**src/rtl/uart_tx_arbiter_pkg.sv**
```systemverilog
// Shared types and constants for the UART transmit arbiter: state encoding,
// requester indices and timeout counter sizing.
package uart_tx_arbiter_pkg;

    localparam int unsigned NUM_REQ         = 3;
    localparam int unsigned TIMEOUT_CYC_DEF = 1023;
    localparam int unsigned CNT_W           = 10;

    localparam int unsigned REQ_ECHO = 0;
    localparam int unsigned REQ_DISP = 1;
    localparam int unsigned REQ_ERR  = 2;

    typedef enum logic [2:0] {
        StIdle   = 3'd0,
        StLock   = 3'd1,
        StIssue  = 3'd2,
        StWaitHi = 3'd3,
        StWaitLo = 3'd4
    } state_e;

    function automatic logic [1:0] onehot_to_idx(input logic [NUM_REQ-1:0] oh);
        return oh[REQ_ERR] ? 2'd2 : (oh[REQ_DISP] ? 2'd1 : 2'd0);
    endfunction

endpackage

```
**src/rtl/uart_rr_pick.sv**
```systemverilog
// Combinational round-robin picker: the search starts at the requester after
// i_ptr (the last released owner) and returns a one-hot winner.
module uart_rr_pick
    import uart_tx_arbiter_pkg::*;
(
    input  logic [NUM_REQ-1:0] i_valid,
    input  logic [1:0]         i_ptr,
    output logic [NUM_REQ-1:0] o_win
);

    always_comb begin
        o_win = '0;
        case (i_ptr)
            2'd0: begin
                if      (i_valid[REQ_DISP]) o_win = 3'b010;
                else if (i_valid[REQ_ERR])  o_win = 3'b100;
                else if (i_valid[REQ_ECHO]) o_win = 3'b001;
            end
            2'd1: begin
                if      (i_valid[REQ_ERR])  o_win = 3'b100;
                else if (i_valid[REQ_ECHO]) o_win = 3'b001;
                else if (i_valid[REQ_DISP]) o_win = 3'b010;
            end
            default: begin
                if      (i_valid[REQ_ECHO]) o_win = 3'b001;
                else if (i_valid[REQ_DISP]) o_win = 3'b010;
                else if (i_valid[REQ_ERR])  o_win = 3'b100;
            end
        endcase
    end

endmodule

```
**src/rtl/uart_tx_arbiter.sv**
```systemverilog
// Packet-locking arbiter feeding three byte producers into one uart_tx; an owner
// keeps the link until its last byte, or until it stalls for TIMEOUT_CYC cycles.
module uart_tx_arbiter
    import uart_tx_arbiter_pkg::*;
#(
    parameter int unsigned TIMEOUT_CYC = TIMEOUT_CYC_DEF
) (
    input  logic               clk,
    input  logic               rst_n,
    input  logic [NUM_REQ-1:0] req_valid,
    input  logic [7:0]         req_data0,
    input  logic [7:0]         req_data1,
    input  logic [7:0]         req_data2,
    input  logic [NUM_REQ-1:0] req_last,
    output logic [NUM_REQ-1:0] req_ready,
    output logic [7:0]         tx_data,
    output logic               tx_start,
    input  logic               tx_busy,
    output logic [NUM_REQ-1:0] grant,
    output logic               drop
);

    localparam logic [CNT_W-1:0] TO_LAST = CNT_W'(TIMEOUT_CYC - 1);

    state_e             r_state;
    logic [NUM_REQ-1:0] r_grant;
    logic [NUM_REQ-1:0] r_req_ready;
    logic [7:0]         r_tx_data;
    logic               r_tx_start;
    logic               r_drop;
    logic               r_last;
    logic [1:0]         r_ptr;
    logic [CNT_W-1:0]   r_cnt;

    logic [NUM_REQ-1:0] w_win;
    logic [1:0]         w_owner_idx;
    logic               w_owner_valid;
    logic               w_owner_last;
    logic [7:0]         w_owner_data;

    uart_rr_pick u_pick (
        .i_valid (req_valid),
        .i_ptr   (r_ptr),
        .o_win   (w_win)
    );

    assign w_owner_idx   = onehot_to_idx(r_grant);
    assign w_owner_valid = |(req_valid & r_grant);
    assign w_owner_last  = |(req_last & r_grant);
    assign w_owner_data  = ({8{r_grant[REQ_ECHO]}} & req_data0)
                         | ({8{r_grant[REQ_DISP]}} & req_data1)
                         | ({8{r_grant[REQ_ERR]}}  & req_data2);

    always_ff @(posedge clk or negedge rst_n) begin
        if (!rst_n) begin
            r_state     <= StIdle;
            r_grant     <= '0;
            r_req_ready <= '0;
            r_tx_data   <= 8'h00;
            r_tx_start  <= 1'b0;
            r_drop      <= 1'b0;
            r_last      <= 1'b0;
            r_ptr       <= 2'd2;
            r_cnt       <= '0;
        end else begin
            r_tx_start  <= 1'b0;
            r_req_ready <= '0;
            r_drop      <= 1'b0;
            case (r_state)
                StIdle: begin
                    if (|req_valid) begin
                        r_grant <= w_win;
                        r_state <= StLock;
                    end
                end
                StLock: begin
                    // A busy uart only stalls the issue; only a silent owner ages the lock.
                    if (w_owner_valid) begin
                        r_cnt <= '0;
                        if (!tx_busy) begin
                            r_tx_start  <= 1'b1;
                            r_tx_data   <= w_owner_data;
                            r_req_ready <= r_grant;
                            r_last      <= w_owner_last;
                            r_state     <= StIssue;
                        end
                    end else if (r_cnt == TO_LAST) begin
                        r_drop  <= 1'b1;
                        r_grant <= '0;
                        r_ptr   <= w_owner_idx;
                        r_cnt   <= '0;
                        r_state <= StIdle;
                    end else begin
                        r_cnt <= r_cnt + 1'b1;
                    end
                end
                StIssue: r_state <= StWaitHi;
                StWaitHi: begin
                    if (tx_busy) r_state <= StWaitLo;
                end
                StWaitLo: begin
                    if (!tx_busy) begin
                        if (r_last) begin
                            r_grant <= '0;
                            r_ptr   <= w_owner_idx;
                            r_state <= StIdle;
                        end else begin
                            r_state <= StLock;
                        end
                    end
                end
                default: r_state <= StIdle;
            endcase
        end
    end

    assign req_ready = r_req_ready;
    assign tx_data   = r_tx_data;
    assign tx_start  = r_tx_start;
    assign grant     = r_grant;
    assign drop      = r_drop;

endmodule

```
**config.mk**
```make
export PLATFORM = sky130hd
export DESIGN_NAME = uart_tx_arbiter
export DESIGN_NICKNAME = d
export VERILOG_FILES = /design/src/rtl/uart_tx_arbiter_pkg.sv /design/src/rtl/uart_rr_pick.sv /design/src/rtl/uart_tx_arbiter.sv
export SDC_FILE = /design/constraint.sdc
export NUM_CORES = 1
export LEC_CHECK = 0
export ABC_CLOCK_PERIOD_IN_PS = 2200
export CAP_MARGIN = 40
export CORE_MARGIN = 2
export CORE_UTILIZATION = 42
export DETAILED_ROUTE_END_ITERATION = 10
export PLACE_DENSITY = 0.75
export REMOVE_ABC_BUFFERS = 1
export SYNTH_ARGS = -nofsm -noshare
export SYNTH_HDL_FRONTEND = slang
export SYNTH_SLANG_ARGS = --single-unit
```
**constraint.sdc**
```tcl
create_clock -name clk -period 2.2 [get_ports clk]
set_clock_uncertainty 0.1 [all_clocks]
set_input_delay 0.44 -clock clk [delete_from_list [all_inputs] [get_ports clk]]
set_output_delay 0.44 -clock clk [all_outputs]
set_load 0.02 [all_outputs]
```
# Word level (Yosys, flattened, before mapping)
# Cells that the tools add are included.
# classes
addsub	1
multipliers	0
n_div	0
n_lt_le_gt_ge	0
eq_ne	14
shifts	0
mux	41
n_bitwise	8
reduce_logical	11
# ops
cell	count
3-bit 2-to-1 mux	20
8-bit bitwise AND	3
10-bit 2-to-1 mux	2
8-bit bitwise OR	2
3-bit one-hot mux with 5 select lines	1
2-bit 2-to-1 mux	6
2-bit != test (second input constant)	6
10-bit by 1-bit adder with 10-bit output (second input constant)	1
10-bit equality test (second input constant)	1
5-bit AND reduction	2
1-bit 2-to-1 mux	9
3-bit one-hot mux with 3 select lines	1
3-bit OR reduction	3
3-bit bitwise AND	2
3-bit by 2-bit equality test with 1-bit output (second input constant)	2
3-bit != test (second input constant)	2
3-bit one-hot mux with 2 select lines	1
6-bit AND reduction	1
2-bit one-hot mux with 2 select lines	1
3-bit by 1-bit equality test with 1-bit output (second input constant)	1
3-bit equality test (second input constant)	1
3-bit zero test	1
3-bit AND reduction	1
3-bit nonzero test	1
4 further kinds	4
# word_totals
register_bits	32
latchBits	0
ram_bits	0
rom_bits	0
in_bits	33
elab_cells	84
memories	0

# Logic depth before layout (Yosys ltp)
# Gate-level depths: netlist of the first run.
# depth
depth_word	6
mapped_depth	7
ltp_nobuf	6

# Cells and area by module
# Synthesis of the first run repeated with hierarchy kept, for this count alone.
# hier_totals
hier_cells	174
area_unflattened_um2	1709.1
# by_module_without_submodules
module	n_inst	cells_per_inst	area_per_inst_um2	seq_area_each_um2
uart_tx_arbiter	1	167	1657.8	802.0
uart_rr_pick	1	7	51.3	0.0

# Worst setup path after synthesis of the first run
# No wires, ideal clock.
# synth_path
kind	register to register
from	register r_grant[0], in the netlist grant[0]
to	register r_ptr[1]
t_arrival_ps	1960
slack_ps	55
path_stages_with_launch	5
path_buffers	0
synth_period_minus_slack_ps	2145
cell_sequence	dfrtp_1 -> a222oi_1 -> nand4_1 -> a211oi_2 -> mux2_1
# synth_via
elab_chain_len	4
# synth_rtl
item	line_no	rtl
from (decl)	uart_tx_arbiter.sv:26	logic [NUM_REQ-1:0] r_grant;
from (signal assigned)	uart_tx_arbiter.sv:72	r_grant <= w_win;
3-bit bitwise AND	uart_tx_arbiter.sv:48	assign w_owner_valid = |(req_valid & r_grant);
3-bit OR reduction	uart_tx_arbiter.sv:48	
2-bit != test (no source line)	n/a	
5-bit AND reduction (no source line)	n/a	
to (signal assigned)	uart_tx_arbiter.sv:90	r_ptr <= w_owner_idx;
to (signal assigned)	uart_tx_arbiter.sv:105	r_ptr <= w_owner_idx;
to (decl)	uart_tx_arbiter.sv:32	logic [1:0] r_ptr;
# No other way between the ends.
# A chain may end at the register's enable or synchronous reset.

# Worst setup path in the final report of the first run
# layout_path
from	input req_valid[0]
to	register r_ptr[0]
# layout_via
elab_chain_len	4
# layout_rtl
item	line_no	rtl
from (decl)	uart_tx_arbiter.sv:10	input logic [NUM_REQ-1:0] req_valid,
3-bit bitwise AND	uart_tx_arbiter.sv:48	
3-bit OR reduction	uart_tx_arbiter.sv:48	
2-bit != test (no source line)	n/a	
5-bit AND reduction (no source line)	n/a	
# No other way between the ends.

==> results.py, run 1 <==
metrics = {
    "status": {
        "run_status": "finished clean",
    },
    "cts": {
        "cts_resized": 0,
        "cts_setup_buffers": 0,
        "insertion_delay_ps": 290,
        "cts.sinks": 32,
        "cts.htree.levels": 2,
        "cts_root_buffer": "clkbuf_8",
        "cts_buffer_depth": 2,
        "cts_tree": "yes",
        "path_clk_slew_ps": 60,
        "hold_buffers": 0,
        "numCtsBuffers": 5,
    },
    "worst_hold_path": {
        "hold_path.class": "register to register",
    },
    "routing": {
        "drt_wl_total_um": 4240,
        "wl_per_cell_um": 15.1,
        "wl_met2_um": 2120,
        "wirelength_met1_um": 1740,
        "drtPass1Iterations": 4,
        "wl_met3_um": 257,
        "viasPerCell": 5.64,
        "dr.max_layer_used": "met4",
        "ant_nets": 0,
        "drt_iter0_drc": 90,
        "drc": 0,
        "vias": 1579,
    },
    "cells_and_area": {
        "fillerInstances": 312,
        "seqCellArea_um2": 802,
        "multi_input_area_um2": 796,
        "drive_above_1_share_pct": 12.9,
        "area_growth_syn_to_layout_pct": 43.6,
        "antennaDiodeCount": 0,
        "nNetsFinal": 266,
    },
    "setup_path": {
        "crit_arrival_ps": 2140,
        "crit_buf_inv": 3,
        "cp_common_cell": "buf_4",
        "critPathRequiredTime_ps": 2300,
        "cp_cell_sequence": "clkdlybuf4s50_1, a222oi_1, buf_4, nand4_1, a211oi_2, buf_4, mux2i_1",
        "crit_family": "buffers and inverters",
        "crit_fanout": 7,
        "cp_slowest_cell": "clkdlybuf4s50_1",
        "slowest_delay_ps": 430,
        "end_kind": "register",
        "worstSetupPathType": "primary input to register",
        "start_kind": "primary input",
    },
    "pwr": {
        "fin_total_pwr_mw": 3.05,
        "power.density_nw_per_um2": 1280,
        "power.leakage_nw": 1.01,
        "ir_worst_vdd_v": 0.000721,
    },
    "floorplan": {
        "die_area_um2": 4480,
        "start_util_pct": 44.5,
        "fp.dieW_um": 66.9,
        "fp.coreArea_um2": 3740,
        "ios": 49,
        "dieHeight_um": 66.9,
        "fp-row-count": 22,
    },
    "sta": {
        "min_period_ps": 2040,
        "slew_headroom_pct": 72.8,
        "fin_crit_sh_pct": 92.6,
        "hold_viol_final": 0,
        "clock.fmax_mhz": 491,
        "fin_tns_setup_ps": 0,
        "worst_pin_slew_ps": 408,
        "rsz0062_at_grt": "no",
        "fin_ws_ps": 163,
        "setup_viol": 0,
        "slew_viol_final": 0,
    },
    "yosys": {
        "synth_cells": 173,
        "syn_area_um2": 1660,
        "ys_types": 42,
        "synth_ff_type": "dfrtp_1",
        "synth-seq-cells": 32,
        "yosysWarningCount": 0,
        "synth_area_per_cell_um2": 9.62,
        "seq_area_frac_synth_pct": 48.2,
        "async_flop_share_pct": 100,
        "synth_edf_count": 0,
    },
    "placed_design": {
        "post-place-ws_ps": -130,
        "hpwl_um": 3120,
        "io_buffers": 48,
        "gp_congestion": 0.881,
    },
    "global_route": {
        "grt_usage_pct": 20.5,
        "grt_pass1_wl_um": 6760,
        "antenna_found_initial": 0,
        "grt_overflow": 0,
        "grt_max_degree": 33,
        "grt_pass1_vias": 1536,
    },
    "run": {
        "maxCapViolations": 0,
    },
}
[through the flow]
step | instance area [µm²] | hold slack (ps) | std cells | util [%]
3_3_place_gp | 2280 | 395 | 272 | 61.0
4_1_cts | 2390 | 415 | 280 | 63.8
2_1_floorplan | 1610 | 44.4 | 161 | -
6_report | 2390 | 420 | 280 | 63.8
3_5_place_dp | 2280 | 403 | 272 | 61.0
5_1_grt | 2390 | 459 | 280 | 63.8
[sequential cells by signal, indices dropped and copies added, names as in the netlist]
signal,count
r_last,1
r_state,3
grant,3
tx_data,8
drop,1
tx_start,1
r_ptr,2
req_ready,3
r_cnt,10
[cell usage after synthesis, drive strengths merged (2+ instances only)]
cell type	number	area, µm²
mux2i	2	20.0
a211oi	2	20.0
a22o	2	17.5
clkbuf	10	37.5
dfrtp	31	776
buf	2	15.0
a31oi	6	37.5
nand2b	7	43.8
nand3	5	25.0
nor2	13	48.8
nor4	2	12.5
nand4	3	18.8
mux2	3	33.8
nand2	10	37.5
a222oi	10	100
a21oi	20	100
and3	3	18.8
o21ai	7	35.0
inv	5	18.8
ha	2	25.0
and2	5	31.3
nor3	6	30.0
[worst paths after layout]
check                                     start                   end  slack [ps]  cells past startpoint
setup reg to reg           r_cnt[0]$_DFFE_PN0P_  grant[1]$_DFFE_PN0P_         310                      6
setup / recovery                   req_valid[0]  r_ptr[0]$_DFFE_PN0P_         160                      7
min in group asynchronous                 rst_n    r_last$_DFFE_PN0P_         450                      2
hold reg to reg            r_cnt[9]$_DFFE_PN0P_  r_cnt[9]$_DFFE_PN0P_         420                      1
hold / removal             r_cnt[9]$_DFFE_PN0P_  r_cnt[9]$_DFFE_PN0P_         420                      1
max in group asynchronous                 rst_n  r_ptr[1]$_DFFE_PN1P_        1220                      2
[worst reg2reg max path, delay by kind of cell, from the launching register on]
family | cells | cell delay [ps]
AO/OA/AOI/OAI | 1 | 310
adder cells (fa/ha/maj) | 1 | 200
buffers and inverters | 1 | 70
AND/OR/NAND/NOR | 2 | 250
multiplexers | 1 | 390
flip-flops | 1 | 440
[cells by family after synthesis]
kind of cell / Yosys count / share of synthesized area (%)
buffers and inverters: 17 / 4.29
muxes: 5 / 3.23
adders and majority gates: 2 / 1.50
AOI/OAI and AO/OA: 56 / 23.2
DFF: 32 / 48.2
xor gates and xnor gates: 1 / 0.526
and+or+nand+nor: 60 / 19.0
[where the power goes]
| group | leakage [nW] | switching (mW) | internal (mW) |
|---|---|---|---|
| registers | 0.411 | 0.204 | 0.787 |
| clock network | 0.0552 | 0.218 | 0.336 |
| logic | 0.543 | 0.770 | 0.736 |
[per-layer routing]
layer,GRT usage (%),vias up
met2,35.1,45
met4,11.2,0
li1,-,765
met5,0,-
met3,5.41,13
met1,23.0,756
[area by class of cell]
cell class / count / share of cell area (%)
clock inverters: 2 / 1.47
clock buffers: 6 / 3.04
well taps: 48 / 2.51
multi-input cells: 124 / 33.3
inverters: 5 / 0.785
flip-flops and latches: 32 / 33.6
repair buffers: 63 / 25.3
[layout by cell type (no fill, tap or decap), drive strengths merged, types with 3 or more instances in the layout]
cell,instances
a21oi,20
inv,5
and3,3
o21ai,7
nand2b,7
nand4,3
buf,15
nor3,6
clkbuf,6
nor2,13
mux2,3
nand3,5
nand2,10
a222oi,10
a31oi,6
and2,5
dfrtp,31
clkdlybuf4s50,48
Power figures use the tool's default switching activity.
==> inputs of run 2 (changes only) <==
- SETUP_SLACK_MARGIN: unset -> 0.1
==> run 2 against run 1 <==
  * Clock-buffer cell count unchanged
  * Flip-flop and latch count unchanged
  * Sequential power about the same
  * Fmax is essentially flat
  * Critical path depth shrank 5
  * Setup slack got worse by 1.6 ps
  * Highest routed layer unchanged
==> results.py, run 2 (synthesis results as in run 1) <==
metrics = {
    "status": {
        "run_status": "finished clean",
    },
    "sta": {
        "min_period_ps": 2040,
        "clock.fmax_mhz": 491,
        "worst_pin_slew_ps": 418,
        "fin_ws_ps": 162,
        "setup_viol": 0,
        "slew_viol_final": 0,
        "rsz0062_at_grt": "yes",
        "hold_viol_final": 0,
        "finalHoldWorstSlack_ps": 422,
        "fin_crit_sh_pct": 92.6,
        "slew_headroom_pct": 72.2,
    },
    "floorplan": {
        "die_area_um2": 4480,
        "fp.dieW_um": 66.9,
        "fp.coreArea_um2": 3740,
        "fp-row-count": 22,
        "start_util_pct": 44.5,
        "ios": 49,
        "dieHeight_um": 66.9,
    },
    "cts": {
        "numCtsBuffers": 5,
        "cts.sinks": 32,
        "hold_buffers": 0,
        "cts_tree": "yes",
        "cts_root_buffer": "clkbuf_8",
        "cts_buffer_depth": 2,
        "path_clk_slew_ps": 60,
        "cts.htree.levels": 2,
        "insertion_delay_ps": 290,
    },
    "setup_path": {
        "r2r_cells": 6,
        "rrSetupSlack_ps": 350,
        "crit_fanout": 14,
        "slowest_delay_ps": 640,
        "cp_cell_sequence": "buf_4, clkdlybuf4s50_1",
        "crit_family": "buffers and inverters",
        "start_kind": "register",
        "crit_arrival_ps": 1500,
        "cp_slowest_cell": "clkdlybuf4s50_1",
        "worstSetupPathType": "register to primary output",
        "end_kind": "primary output",
        "crit_buf_inv": 2,
        "timing.rr.end": "grant[1]$_DFFE_PN0P_",
        "r2r_start": "grant[1]$_DFFE_PN0P_",
        "critPathRequiredTime_ps": 1660,
    },
    "placed_design": {
        "io_buffers": 48,
        "post-place-ws_ps": -130,
        "hpwl_um": 3120,
        "gp_congestion": 0.881,
    },
    "routing": {
        "drt_wl_total_um": 4400,
        "ant_nets": 0,
        "wl_per_cell_um": 15.6,
        "drc": 0,
        "drt_iter0_drc": 84,
        "drtPass1Iterations": 5,
        "vias": 1608,
        "viasPerCell": 5.70,
    },
    "cells_and_area": {
        "final_util_pct": 64.4,
        "area_growth_syn_to_layout_pct": 44.9,
        "largest_reg_flops": 10,
        "nNetsFinal": 268,
        "fillerInstances": 308,
        "mostFrequentLayoutCells": "clkdlybuf4s50_1 (48), dfrtp_1 (31), a21oi_1 (20)",
        "drive_above_1_share_pct": 14.1,
        "layout_commonest_cell": "clkdlybuf4s50_1",
        "antennaDiodeCount": 0,
        "regMostFlops": "r_cnt",
    },
    "pwr": {
        "power.leakage_nw": 1.02,
        "power.density_nw_per_um2": 1290,
        "fin_total_pwr_mw": 3.11,
        "ir_worst_vdd_v": 0.000762,
    },
    "global_route": {
        "grt_usage_pct": 20.5,
        "grt_max_degree": 33,
        "antenna_found_initial": 0,
        "grt_overflow": 0,
        "grt_pass1_wl_um": 6760,
        "grt_pass1_vias": 1536,
    },
    "worst_hold_path": {
        "min_to": "r_cnt[9]$_DFFE_PN0P_",
        "hold_path.class": "register to register",
        "hp-start": "r_cnt[9]$_DFFE_PN0P_",
        "holdPathStages": 1,
    },
    "run": {
        "maxCapViolations": 0,
    },
}
## run 2: changes by cell type in the layout (fill, tap and decap cells not counted)
cell       before  now
a2bb2oi_2       0    1
buf_4          14   16
a2bb2oi_1       1    0
## run 2: per-layer routing
metal	vias to the layer above	part of all wire [%]	global-route usage [%]
met5	-	0	0
met4	0	2.5	11.2
met3	13	6.6	5.41
met2	56	50	35.1
met1	769	41	23.0
li1	770	-	-
## run 2: layout make-up
type                            count  area (µm²)  share of cell area [%]
Clock inverter                      2        35.0                    1.45
Timing Repair Buffer               65         621                    25.7
Multi-Input combinational cell    124         802                    33.3
Clock buffer                        6        72.6                    3.01
Tap cell                           48        60.1                    2.49
Sequential cell                    32         802                    33.3
Inverter                            5        18.8                   0.778
## run 2: what timing repair did
item,4_1_cts,5_1_grt
endpoints found under the setup margin,0,4
buffers inserted,0,2
gates resized for setup,0,1
## run 2: report_power, final
part | internal, mW | switching (mW)
sequential | 0.787 | 0.207
clock | 0.336 | 0.220
combinational | 0.765 | 0.794
## run 2: how the worst max path moves through the flow
stage / startpoint / end / slack, ps / cells after the start
3_5_place_dp: req_valid[0] / r_ptr[1]$_DFFE_PN1P_ / -130 / 6
2_1_floorplan: r_state[2]$_DFFE_PN0P_ / req_ready[1]$_DFF_PN0_ / -260 / 3
6_report: grant[2]$_DFFE_PN0P_ / grant[2] / 160 / 2
5_1_grt: req_valid[2] / r_ptr[0]$_DFFE_PN0P_ / 90 / 7
3_3_place_gp: req_valid[0] / r_ptr[1]$_DFFE_PN1P_ / -90 / 6
4_1_cts: grant[2]$_DFFE_PN0P_ / grant[2] / 160 / 2
## run 2: per-stage QoR
stage,TNS [ps],cell area [µm²],std cells
after detailed placement,-557,2280,272
after global placement,-226,2280,272
final,0,2410,282
after global routing,0,2410,282
after CTS,0,2390,280
after floorplan,-3030,1610,161
## run 2: worst reg2reg max path: stages (launching register included)
cell,delay [ps]
dfrtp_1,470
a222oi_1,290
buf_4,210
buf_4,120
nand2_1,80
a2bb2oi_2,180
mux2_2,290
